**config.mk**
```make
export PLATFORM = sky130hd
export DESIGN_NAME = cv32e40x_rvfi_trace_ctrl
export DESIGN_NICKNAME = d
export VERILOG_FILES = /design/src/rtl/cv32e40x_rvfi_trace_ctrl.sv
export SDC_FILE = /design/constraint.sdc
export NUM_CORES = 1
export LEC_CHECK = 0
export ABC_AREA = 0
export BUFFER_PORTS_ARGS = -buffer_cell sky130_fd_sc_hd__buf_2
export CORE_MARGIN = 10
export CORE_UTILIZATION = 45
export DETAILED_ROUTE_END_ITERATION = 10
export GPL_TIMING_DRIVEN = 0
export SLEW_MARGIN = 20
export SYNTH_ARGS = -nofsm -noshare
export SYNTH_HDL_FRONTEND = slang
export SYNTH_SLANG_ARGS = --single-unit
```
**constraint.sdc**
```tcl
create_clock -name clk -period 26.8 [get_ports clk]
set_input_delay 2.68 -clock clk [delete_from_list [all_inputs] [get_ports clk]]
set_output_delay 2.68 -clock clk [all_outputs]
set_load 0.005 [all_outputs]
```
**src/rtl/cv32e40x_rvfi_trace_ctrl.sv**
```systemverilog
// Trace-window controller and record FIFO between the RVFI retirement
// interface and a trace sink. Selects retirements using arm/stop controls,
// start/stop PC triggers and a record limit. Qualifying records are buffered
// and drained over valid/ready. Capture, drop and overflow statistics are kept.
module cv32e40x_rvfi_trace_ctrl #(
  parameter int unsigned DEPTH = 8,
  parameter int unsigned CNT_W = 16
) (
  input  logic                       clk,
  input  logic                       rst,
  input  logic                       cfg_arm_i,
  input  logic                       cfg_stop_i,
  input  logic                       cfg_start_en_i,
  input  logic [31:0]                cfg_start_pc_i,
  input  logic [31:0]                cfg_stop_pc_i,
  input  logic [CNT_W-1:0]           cfg_max_i,
  input  logic                       rvfi_valid,
  input  logic [31:0]                rvfi_pc_rdata,
  input  logic [4:0]                 rvfi_rd_addr,
  input  logic [31:0]                rvfi_rd_wdata,
  output logic                       out_valid_o,
  input  logic                       out_ready_i,
  output logic [31:0]                out_pc_o,
  output logic [4:0]                 out_rd_addr_o,
  output logic [31:0]                out_rd_wdata_o,
  output logic [1:0]                 state_o,
  output logic [CNT_W-1:0]           count_o,
  output logic [CNT_W-1:0]           drop_cnt_o,
  output logic                       overflow_o,
  output logic [$clog2(DEPTH):0]     fifo_level_o
);

  localparam int unsigned PTR_W = $clog2(DEPTH);
  localparam int unsigned LVL_W = PTR_W + 1;
  localparam int unsigned REC_W = 32 + 5 + 32;

  localparam logic [1:0] IDLE   = 2'd0;
  localparam logic [1:0] ARMED  = 2'd1;
  localparam logic [1:0] ACTIVE = 2'd2;
  localparam logic [1:0] DONE   = 2'd3;

  localparam logic [LVL_W-1:0] LVL_FULL = LVL_W'(DEPTH);
  localparam logic [LVL_W-1:0] LVL_ONE  = LVL_W'(1);
  localparam logic [PTR_W-1:0] PTR_ONE  = PTR_W'(1);
  localparam logic [CNT_W-1:0] CNT_ONE  = CNT_W'(1);

  logic [1:0]       state_q, state_d;
  logic [CNT_W-1:0] count_q, count_d;
  logic [CNT_W-1:0] drop_q, drop_d;
  logic             ovf_q, ovf_d;
  logic [CNT_W-1:0] cnt_inc;
  logic             rec_done;
  logic             capture;

  logic [REC_W-1:0] mem_q [DEPTH];
  logic [PTR_W-1:0] wr_ptr_q, wr_ptr_d;
  logic [PTR_W-1:0] rd_ptr_q, rd_ptr_d;
  logic [LVL_W-1:0] level_q, level_d;
  logic [LVL_W-1:0] level_after_pop;
  logic [REC_W-1:0] head_q, head_d;
  logic [REC_W-1:0] rec_in;
  logic             fifo_full;
  logic             push;
  logic             pop;

  assign rec_in    = {rvfi_pc_rdata, rvfi_rd_addr, rvfi_rd_wdata};
  assign fifo_full = (level_q == LVL_FULL);
  assign pop       = (level_q != '0) && out_ready_i;
  assign push      = capture && !fifo_full;

  // Window FSM, capture qualification and statistics update
  always_comb begin
    state_d  = state_q;
    count_d  = count_q;
    drop_d   = drop_q;
    ovf_d    = ovf_q;
    capture  = 1'b0;
    cnt_inc  = count_q + CNT_ONE;
    rec_done = (rvfi_pc_rdata == cfg_stop_pc_i) ||
               ((cfg_max_i != '0) && (cnt_inc == cfg_max_i));

    if (cfg_stop_i) begin
      state_d = IDLE;
    end else if (cfg_arm_i && ((state_q == IDLE) || (state_q == DONE))) begin
      state_d = ARMED;
      count_d = '0;
      drop_d  = '0;
      ovf_d   = 1'b0;
    end else begin
      case (state_q)
        ARMED: begin
          if (!cfg_start_en_i) begin
            state_d = ACTIVE;
          end else if (rvfi_valid && (rvfi_pc_rdata == cfg_start_pc_i)) begin
            // The start-matching retirement is itself captured and may also
            // end the window (stop PC or a limit of one).
            capture = 1'b1;
            state_d = rec_done ? DONE : ACTIVE;
          end
        end
        ACTIVE: begin
          if (rvfi_valid) begin
            capture = 1'b1;
            if (rec_done) begin
              state_d = DONE;
            end
          end
        end
        default: ;
      endcase
    end

    if (capture) begin
      count_d = cnt_inc;
      if (fifo_full) begin
        if (drop_q != '1) begin
          drop_d = drop_q + CNT_ONE;
        end
        ovf_d = 1'b1;
      end
    end
  end

  // FIFO pointer, occupancy and registered head computation
  always_comb begin
    wr_ptr_d = push ? (wr_ptr_q + PTR_ONE) : wr_ptr_q;
    rd_ptr_d = pop  ? (rd_ptr_q + PTR_ONE) : rd_ptr_q;

    case ({push, pop})
      2'b10:   level_d = level_q + LVL_ONE;
      2'b01:   level_d = level_q - LVL_ONE;
      default: level_d = level_q;
    endcase

    level_after_pop = pop ? (level_q - LVL_ONE) : level_q;

    // Head register is preloaded with the entry that will be at the front
    // next cycle; a push into an otherwise empty FIFO bypasses the array.
    if (push && (level_after_pop == '0)) begin
      head_d = rec_in;
    end else if (level_d != '0) begin
      head_d = mem_q[rd_ptr_d];
    end else begin
      head_d = head_q;
    end
  end

  // Control and status registers with synchronous reset
  always_ff @(posedge clk) begin
    if (rst) begin
      state_q  <= IDLE;
      count_q  <= '0;
      drop_q   <= '0;
      ovf_q    <= 1'b0;
      wr_ptr_q <= '0;
      rd_ptr_q <= '0;
      level_q  <= '0;
      head_q   <= '0;
    end else begin
      state_q  <= state_d;
      count_q  <= count_d;
      drop_q   <= drop_d;
      ovf_q    <= ovf_d;
      wr_ptr_q <= wr_ptr_d;
      rd_ptr_q <= rd_ptr_d;
      level_q  <= level_d;
      head_q   <= head_d;
    end
  end

  // Record storage array; contents are only meaningful below the occupancy
  always_ff @(posedge clk) begin
    if (push) begin
      mem_q[wr_ptr_q] <= rec_in;
    end
  end

  assign out_valid_o    = (level_q != '0);
  assign out_pc_o       = head_q[REC_W-1 -: 32];
  assign out_rd_addr_o  = head_q[36:32];
  assign out_rd_wdata_o = head_q[31:0];
  assign state_o        = state_q;
  assign count_o        = count_q;
  assign drop_cnt_o     = drop_q;
  assign overflow_o     = ovf_q;
  assign fifo_level_o   = level_q;

endmodule

```
Yosys cells after proc, flatten, opt, wreduce, memory -nomap -nowiden --
Memory sizes are Yosys's and may differ from the RTL's. Index checks and enable logic that the tools add are counted. W data, S select, Z words.
Storage, ports and cells: memories kept 1, register bits after elaboration 114, bits in writable memories 552, output and inout bits 109, memory bits (read-only) 0, input bits 156, latch bits 0, logic and storage cells 88
Cells by class: equality and inequality tests 17, reductions and logical operators 23, divide/modulo/power cells 0, order comparisons 0, shift operators 0, add/subtract/negate cells 6, bitwise logic cells 0, multipliers 0, multiplexer cells 32
Memory list:
- mem_q | words 8, width 69, rd ports 1, clocked after memory_dff 0, wr ports 1, RTL line 55 | logic [REC_W-1:0] mem_q [DEPTH];
Operators by type and width (number):
- $mux W69 | 2
- $mux W16 | 8
- $eq A32 B32 Y1 | 2
- $add A16 B1 Y16 const B | 2
- $eq A16 B16 Y1 | 1
- $ne A16 B16 Y1 const B | 1
- $reduce_bool A16 Y1 | 1
- $mux W1 | 13
- $ne A3 B3 Y1 const B | 3
- $mux W2 | 4
- $pmux W4 S2 | 1
- $reduce_and A4 Y1 | 2
- $reduce_bool A4 Y1 | 2
- $add A3 B1 Y3 const B | 2
- $eq A2 B2 Y1 const B | 3
- $logic_and A1 B1 Y1 | 6
- $reduce_bool A2 Y1 | 3
- $add A4 B1 Y4 const B | 1
- $eq A2 B1 Y1 const B | 2
- $eq A4 B4 Y1 const B | 1
- $logic_not A4 Y1 | 1
- $mux W4 | 1
- $ne A2 B2 Y1 const B | 2
- $ne A4 B4 Y1 const B | 1
- other kinds (12) | 13

Logic depth before layout (Yosys ltp) --
Gate-level depths: netlist of run 1.
word-level depth 13, gate-level depth with buffers 19, depth with buffers taken out 16

Worst setup path after synthesis of run 1 --
No wires, ideal clock.
path type input port to flip-flop, start point in cfg_start_pc_i[23], end point mem mem_q[2][0] (netlist name), enable pin, required time 26.110 ns, buffers on the path 1, arrival time 11.128 ns, library setup time 0.690 ns, slack 14.981 ns, stages 8, cells stage by stage xor2_1 > nor4_1 > and4_1 > nand4_1 > buf_2 > nand2_1 > nand2_1 > nor4b_1
Between the ends: word-level cells in the longest chain between the ends 10
RTL lines:
- start, declared | RTL line 14 | input logic [31:0] cfg_start_pc_i,
- $eq A32 B32 Y1 | RTL line 94 | end else if (rvfi_valid && (rvfi_pc_rdata == cfg_start_pc_i)) begin
- $logic_and A1 B1 Y1 | RTL line 94
- $mux W1 | RTL line 94
- $mux W1 | RTL line 92 | if (!cfg_start_en_i) begin
- $pmux W1 S2 | RTL line 90 | case (state_q)
- $mux W1 | RTL line 84 | end else if (cfg_arm_i && ((state_q == IDLE) || (state_q == DONE))) begin
- $mux W1 | RTL line 82 | if (cfg_stop_i) begin
- $logic_and A1 B1 Y1 | RTL line 69 | assign push = capture && !fifo_full;
- $mux W1 | RTL line 173 | if (push) begin
- $mux W1 (implied by the code) | RTL line 174 | mem_q[wr_ptr_q] <= rec_in;
- end, declared | RTL line 55
No other way between the ends.

Worst setup path in the final report of run 1 --
start point in rvfi_pc_rdata[2], end point reg head_q[5]
Between the ends: word-level cells in the longest chain between the ends 12, elaborated cells between the ends (all ways) 15, classes of those cells eq/ne (3); mux (7); reduce/logical (5)
RTL lines:
- start, declared | RTL line 18 | input logic [31:0] rvfi_pc_rdata,
- $eq A32 B32 Y1 (*) | RTL line 94
- $logic_and A1 B1 Y1 (*) | RTL line 94
- $mux W1 (*) | RTL line 94
- $mux W1 (*) | RTL line 92
- $pmux W1 S2 (*) | RTL line 90
- $mux W1 (*) | RTL line 84
- $mux W1 (*) | RTL line 82
- $logic_and A1 B1 Y1 (*) | RTL line 69
- $eq A2 B1 Y1 / $eq A2 B2 Y1 (equally long branches) | RTL line 129 | case ({push, pop})
- $pmux W4 S2 | RTL line 129
- $reduce_bool A4 Y1 | RTL line 141 | end else if (level_d != '0) begin
- $reduce_bool A2 Y1 (no line)
- end signal, assigned | RTL line 158 | head_q <= '0;
- end signal, assigned | RTL line 167 | head_q <= head_d;
- end, declared | RTL line 60 | logic [REC_W-1:0] head_q, head_d;
Mark *: on every way between the ends. The rest lies on a longest branch, timed or not. A chain may end at the register's enable or synchronous reset.

==> metrics.txt, run 1 <==
Post-CTS Setup Bufs 0; core area 59,400 um2; status complete, no violations; Die X 265 um; RSZ-0062 raised after global routing false; Iteration-0 DRC Markers 1,745; crit path DAT 8270 ps; PD cells 66.3 nW/um2; Comb power frac 5.8%; hold crit path type reg2reg; clock buffer depth 3; cell chain of the critical path buf_2 -> xor2_1 -> nor4_1 -> and4_1 -> nand4_1 -> buf_2 -> nand2_1 -> nand2_1 -> ha_1 -> clkbuf_1 -> a221o_1 -> a21oi_1 -> and3b_1 -> buf_4 -> clkbuf_1 -> o21ai_0 -> a22o_1; global-route wire length before repair 111,000 um; period utilisation layout 29.0%; max-slew violations 0; Cell Area, Synth 27,100 um2; register area share after synthesis 69.6%; Buffers on Ports 263; largest family of logic cells by synthesized area multiplexers; DPL Wire Length 53,200 um; number of I/O pins 265; crit-path max FO 12; setup TNS 0 ps; Fin. Hold Viols 0; Max Freq 129 MHz; asr flop ratio synth 0%; Clock Latency Late Sink 600 ps; FP Rows 89; min setup slack post-route 19,030 ps; Tmin final 7770 ps; YS warnings 0; Compound-Gate Fraction of Synth Area 7.87%; drt pass-1 iters 5; Unique masters post-synth 62; XOR/XNOR share of the synthesized area 3.04%; CTS tree done; CP peak stage delay 680 ps; Sw Pwr 0.473 mW; GRT Overall Usage 20.8%; main flop type after synthesis edfxtp_1; Crit. End Element flip-flop; multiplexer share of the synthesized area 10.1%; max_cap viols 0; Mean Syn Cell Area 15.4 um2; Synth Register Bits 666; layout cell share with drive strength beyond 1 27.3%; worst-margin pin slew 1080 ps; DR vias 17,310; final setup violation count 0; wire per inst 24.9 um; share of the synthesized area in the top cell type 61.1%; pre-CTS WS 18,500 ps; Reg clk slew, reported paths 60 ps; initial antenna violation count 6; Int Power 1.67 mW; Layout Skew 19.1 ps; fin nets 2,352; Layout Area Growth over Synthesis 19.0%; CTS Buf Count 70; Post-synth EDFFs 552; post-synth net total 1,923; # hold bufs at CTS 0; Detail Route Antenna Nets 0; Sequential Power Share 52.3%; Total Routed Length 74,900 um; post_cts resized 0; clock sinks 666; CP Class in2reg; root buf cell clkbuf_16; # DRC 0; GR Overflow Total 0; vias in the first global route 17,520; routed vias/inst 5.74; H-tree Lvls 3; Req. time, crit path 27,300 ps; CP max-delay cell nor4_1; Worst slew margin 27.4%; Simple-Gate Fraction of Synth Area 6.94%; Post-Synth Adder-Cell Area 0.508%; die footprint 70,500 um2; total power 2.14 mW; Die Y 265 um; final estimated routing congestion in global placement 0.847; Initial Util 45.7%; clock network fraction of design power 41.9%; Synth area leaders edfxtp_1 (61%), dfxtp_1 (8.4%), mux4_2 (8.4%), nand2_1 (3.0%), a22o_1 (2.3%); leakage 11.5 nW; post-synth top area cell edfxtp_1; cells after synthesis 1,756; Min Hold Slack 493 ps; sw frac 22.1%; startpoint types input port; pin count of the biggest net entering global routing 20; Peak VDD IR 0.0444 mV
## layout make-up
cell class                 count  area [um2]
fill                        4901       27100
sequential                   666       18900
multi-input combinational    970        7780
timing repair buffer         357        2040
clock buffer                 100        1920
tap                          773         967
buffer                       105         470
clock inverter                27         164
inverter                      15        56.3
antenna                        2        5.00
## layer usage
metal,up-vias,part of all wire (%),global-route usage (%)
li1,7746,-,-
met1,8860,43,28.4
met2,591,48,33.2
met3,107,7.4,4.46
met4,6,2.1,6.10
met5,-,0.068,0
## state kept, by name, indices dropped and copies added (netlist names), 2 cells and up
name and cells:
drop_cnt_o 16, head_q 69, mem_q 552, fifo_level_o 4
count_o 16, wr_ptr_q 3, state_o 2, rd_ptr_q 3
## worst paths after layout
check	from	to	slack, ps	cells past startpoint
setup / recovery	rvfi_pc_rdata[2]	head_q[5]	19030	17
hold / removal	drop_cnt_o[7]	drop_cnt_o[7]	490	2
setup reg to reg	state_o[0]	head_q[5]	21750	17
hold reg to reg	drop_cnt_o[7]	drop_cnt_o[7]	490	2
## worst max-delay path, delay by kind of cell
kind,cells,cell delay [ps]
compound gates,4,980
xor+xnor,1,110
fa+ha+maj,1,370
buf+inv,5,1620
simple gates,6,2490
## cell usage in the layout, fill, tap and decap left out, types with 9 or more instances in the layout
cell | Yosys | layout
a21oi_1 | 16 | 16
mux4_2 | 101 | 101
buf_6 | 4 | 12
nand4_1 | 18 | 18
nor3_1 | 17 | 15
xnor2_1 | 30 | 30
and3_1 | 10 | 10
nand2_1 | 219 | 219
mux2i_1 | 44 | 44
buf_4 | 6 | 56
a31oi_1 | 36 | 36
clkbuf_16 | 0 | 70
buf_1 | 9 | 9
edfxtp_1 | 552 | 552
nor4_1 | 19 | 18
a22o_1 | 72 | 72
dfxtp_1 | 114 | 114
nor2_1 | 70 | 69
clkbuf_1 | 67 | 91
xor2_1 | 64 | 64
ha_1 | 11 | 11
buf_2 | 19 | 314
a211oi_1 | 14 | 14
o21ai_0 | 49 | 49
o21ai_1 | 47 | 47
clkinv_2 | 0 | 14
a32oi_1 | 37 | 37
nand3_1 | 21 | 21
inv_1 | 14 | 14
## cell usage after synthesis, drive strengths merged (30+ instances only)
cell type  count
o21ai         96
nor2          70
a22o          72
mux4         101
nand2        219
edfxtp       552
dfxtp        114
xnor2         30
a31oi         36
mux2i         44
clkbuf        67
a32oi         37
xor2          64
buf           38
## through the flow
stage,instance area [um2],utilization (%),instances
4_1_cts,32300,54.3,3013
3_5_place_dp,30200,50.8,2886
2_1_floorplan,27100,-,1756
5_1_grt,32300,54.4,3013
6_report,32300,54.4,3015
3_3_place_gp,29400,49.5,2792
## kinds of logic after synthesis
kind of cell / Yosys count
flops: 666
simple gates: 413
compound gates: 304
mux: 148
buf+inv: 120
xor+xnor: 94
fa+ha+maj: 11
## power groups by stage
| stage | combinational [mW] | clock (mW) | sequential (mW) |
|---|---|---|---|
| 2_1_floorplan | 0.0661 | 0 | 1.14 |
| 3_3_place_gp | 0.121 | 0 | 1.14 |
| 3_5_place_dp | 0.124 | 0 | 1.14 |
| 4_1_cts | 0.124 | 0.913 | 1.12 |
| 5_1_grt | 0.133 | 0.955 | 1.12 |
| 6_report | 0.123 | 0.897 | 1.12 |
No activity file was read; power rests on OpenSTA's default activity.
==> inputs of run 2 (changes only) <==
--- a/config.mk
+++ b/config.mk
@@ -11,6 +11,7 @@
 export CORE_UTILIZATION = 45
 export DETAILED_ROUTE_END_ITERATION = 10
 export GPL_TIMING_DRIVEN = 0
+export PLACE_DENSITY = 0.66
 export SLEW_MARGIN = 20
 export SYNTH_ARGS = -nofsm -noshare
 export SYNTH_HDL_FRONTEND = slang
==> constraint.sdc (replaced) <==
create_clock -name clk -period 6.4 [get_ports clk]
set_input_delay 0.64 -clock clk [delete_from_list [all_inputs] [get_ports clk]]
set_output_delay 0.64 -clock clk [all_outputs]
set_load 0.005 [all_outputs]
==> metrics.txt, run 2 (synthesis gave the netlist of run 1 again) <==
CTS tree done; final estimated routing congestion in global placement 0.826 (-2.5%); die footprint 70,500 um2 (unchanged); crit-path max FO 11 (-1); Worst slew margin 23.6% (-3.8 points); Post-CTS Setup Bufs 0 (unchanged); Total Routed Length 75,000 um (about the same); GRT Overall Usage 20.8% (about the same); Reg2Reg Setup Slack 1370 ps (-20,380 ps); Iteration-0 DRC Markers 2,099 (+20%); H-tree Lvls 3 (unchanged); Max Freq 181 MHz; Crit. End Element flip-flop; pin count of the biggest net entering global routing 19 (-5.0%); max-slew violations 0 (unchanged); most frequent cells in the layout edfxtp_1 (552), buf_2 (313), nand2_1 (219); leakage 11.6 nW (+0.65%); DPL Wire Length 52,900 um (-0.49%); routed vias/inst 5.83 (+1.5%); reg2reg path depth 17 (unchanged); final core utilization 54.8% (+0.43 points); max FFs per register 552 (unchanged); GR Overflow Total 0 (unchanged); min-delay src rvfi_rd_wdata[2]; number of I/O pins 265 (unchanged); initial antenna violation count 6 (unchanged); final setup violation count 0 (unchanged); CTS Buf Count 70 (unchanged); worst-margin pin slew 1140 ps (+58.7 ps); final instance area 32,500 um2 (+0.79%); max_cap viols 0 (unchanged); Tmin final 5520 ps; CP Class in2reg; clock sinks 666 (unchanged); total power 9.32 mW (+340%); Initial Util 45.7% (unchanged); hold crit path type in2reg; min setup slack post-route 880 ps (-18,150 ps); Layout Area Growth over Synthesis 20.0%; CP max-delay cell nor3_1; Area after DPL 30,200 um2 (about the same); commonest non-fill, non-tap cell in the layout edfxtp_1; Buffers on Ports 263 (unchanged); # DRC 0 (unchanged); Min Hold Slack 323 ps (-171 ps); critical path's top delay family simple AND/OR/NAND/NOR gates; crit path DAT 6000 ps (-2270 ps); Die X 265 um (unchanged); Detail Route Antenna Nets 0 (unchanged); cell chain of the critical path buf_2 -> xnor2_1 -> nand4_1 -> nor3_1 -> nand4_1 -> buf_2 -> nand2_1 -> nand2_1 -> ha_1 -> clkbuf_1 -> a221o_1 -> a21oi_1 -> and3b_1 -> buf_4 -> clkbuf_1 -> o21ai_0 -> a22o_1; Req. time, crit path 6880 ps (-20,420 ps); Reg clk slew, reported paths 60 ps (about the same); core area 59,400 um2 (unchanged); clock buffer depth 3 (unchanged); Fin. Hold Viols 0 (unchanged); # hold bufs at CTS 0 (unchanged); wire per inst 24.9 um (about the same); vias in the first global route 17,735 (+1.2%); Clock Latency Late Sink 600 ps (about the same); PD cells 287 nW/um2 (+330%); placed insts 2,880 (-0.21%); Worst Hold Depth 1 (-1); post-route insts no fill 3,014 (-0.033%); startpoint types input port; post_cts resized 0 (unchanged); Top Registers mem_q (552), head_q (69); Worst R2R End head_q[4]; CP bufs+invs 5 (unchanged); FP Rows 89 (unchanged); setup TNS 0 ps (unchanged); pre-CTS WS 332 ps (-18,160 ps); Biggest register mem_q; r2r startpoint state_o[0]; status complete, no violations; global-route wire length before repair 111,000 um (about the same); WHS Endpoint mem_q[7][2]; DR vias 17,557 (+1.4%); Die Y 265 um (unchanged); layout cell share with drive strength beyond 1 27.4% (+0.094 points); root buf cell clkbuf_16; period utilisation layout 86.3%; Layout Skew 19.0 ps (-0.0711 ps); CP peak stage delay 670 ps (about the same); fin nets 2,346 (-0.26%); drt pass-1 iters 6 (+1); RSZ-0062 raised after global routing false; Peak VDD IR 0.187 mV (+320%)
## run 2: cell types whose count changed in the layout (fill, tap and decap cells not counted), sizes merged
cell and delta:
buf -6, bufinv +7, clkbuf -8, clkinv +2, clkinvlp +5, diode +3, inv -4
## run 2: area by class of cell
type                    instances  area (um2)
well taps                     773         967
repair buffers                351        2040
flip-flops and latches        666       18900
diodes                          5        12.5
plain buffers                 105         470
clock inverters                37         395
multi-input cells             970        7780
clock buffers                  92        1950
inverters                      15        56.3
fillers                      4733       26800
## run 2: report_power, final
part	internal, mW	leakage (nW)	switching (mW)	total (mW)
clock	2.44	1.13	1.67	4.11
sequential	4.69	5.88	0.000988	4.69
combinational	0.190	4.60	0.331	0.520
## run 2: worst max path at each step
stage / endpoint / depth (start not counted) / start
after floorplan: mem_q[2][0] / 8 / cfg_start_pc_i[23]
after global placement: mem_q[1][8] / 9 / rvfi_pc_rdata[23]
after detailed placement: head_q[6] / 17 / rvfi_pc_rdata[23]
after CTS: head_q[5] / 17 / rvfi_pc_rdata[23]
after global routing: head_q[2] / 17 / rvfi_pc_rdata[30]
final: head_q[4] / 17 / rvfi_pc_rdata[14]
## run 2: layer usage
metal | global-route usage, % | share of wire [%] | vias to the layer above
met5 | 0 | 0.0093 | -
met2 | 33.6 | 49 | 729
li1 | - | - | 7737
met1 | 27.9 | 41 | 9004
met4 | 7.13 | 2.3 | 2
met3 | 4.02 | 7.7 | 85
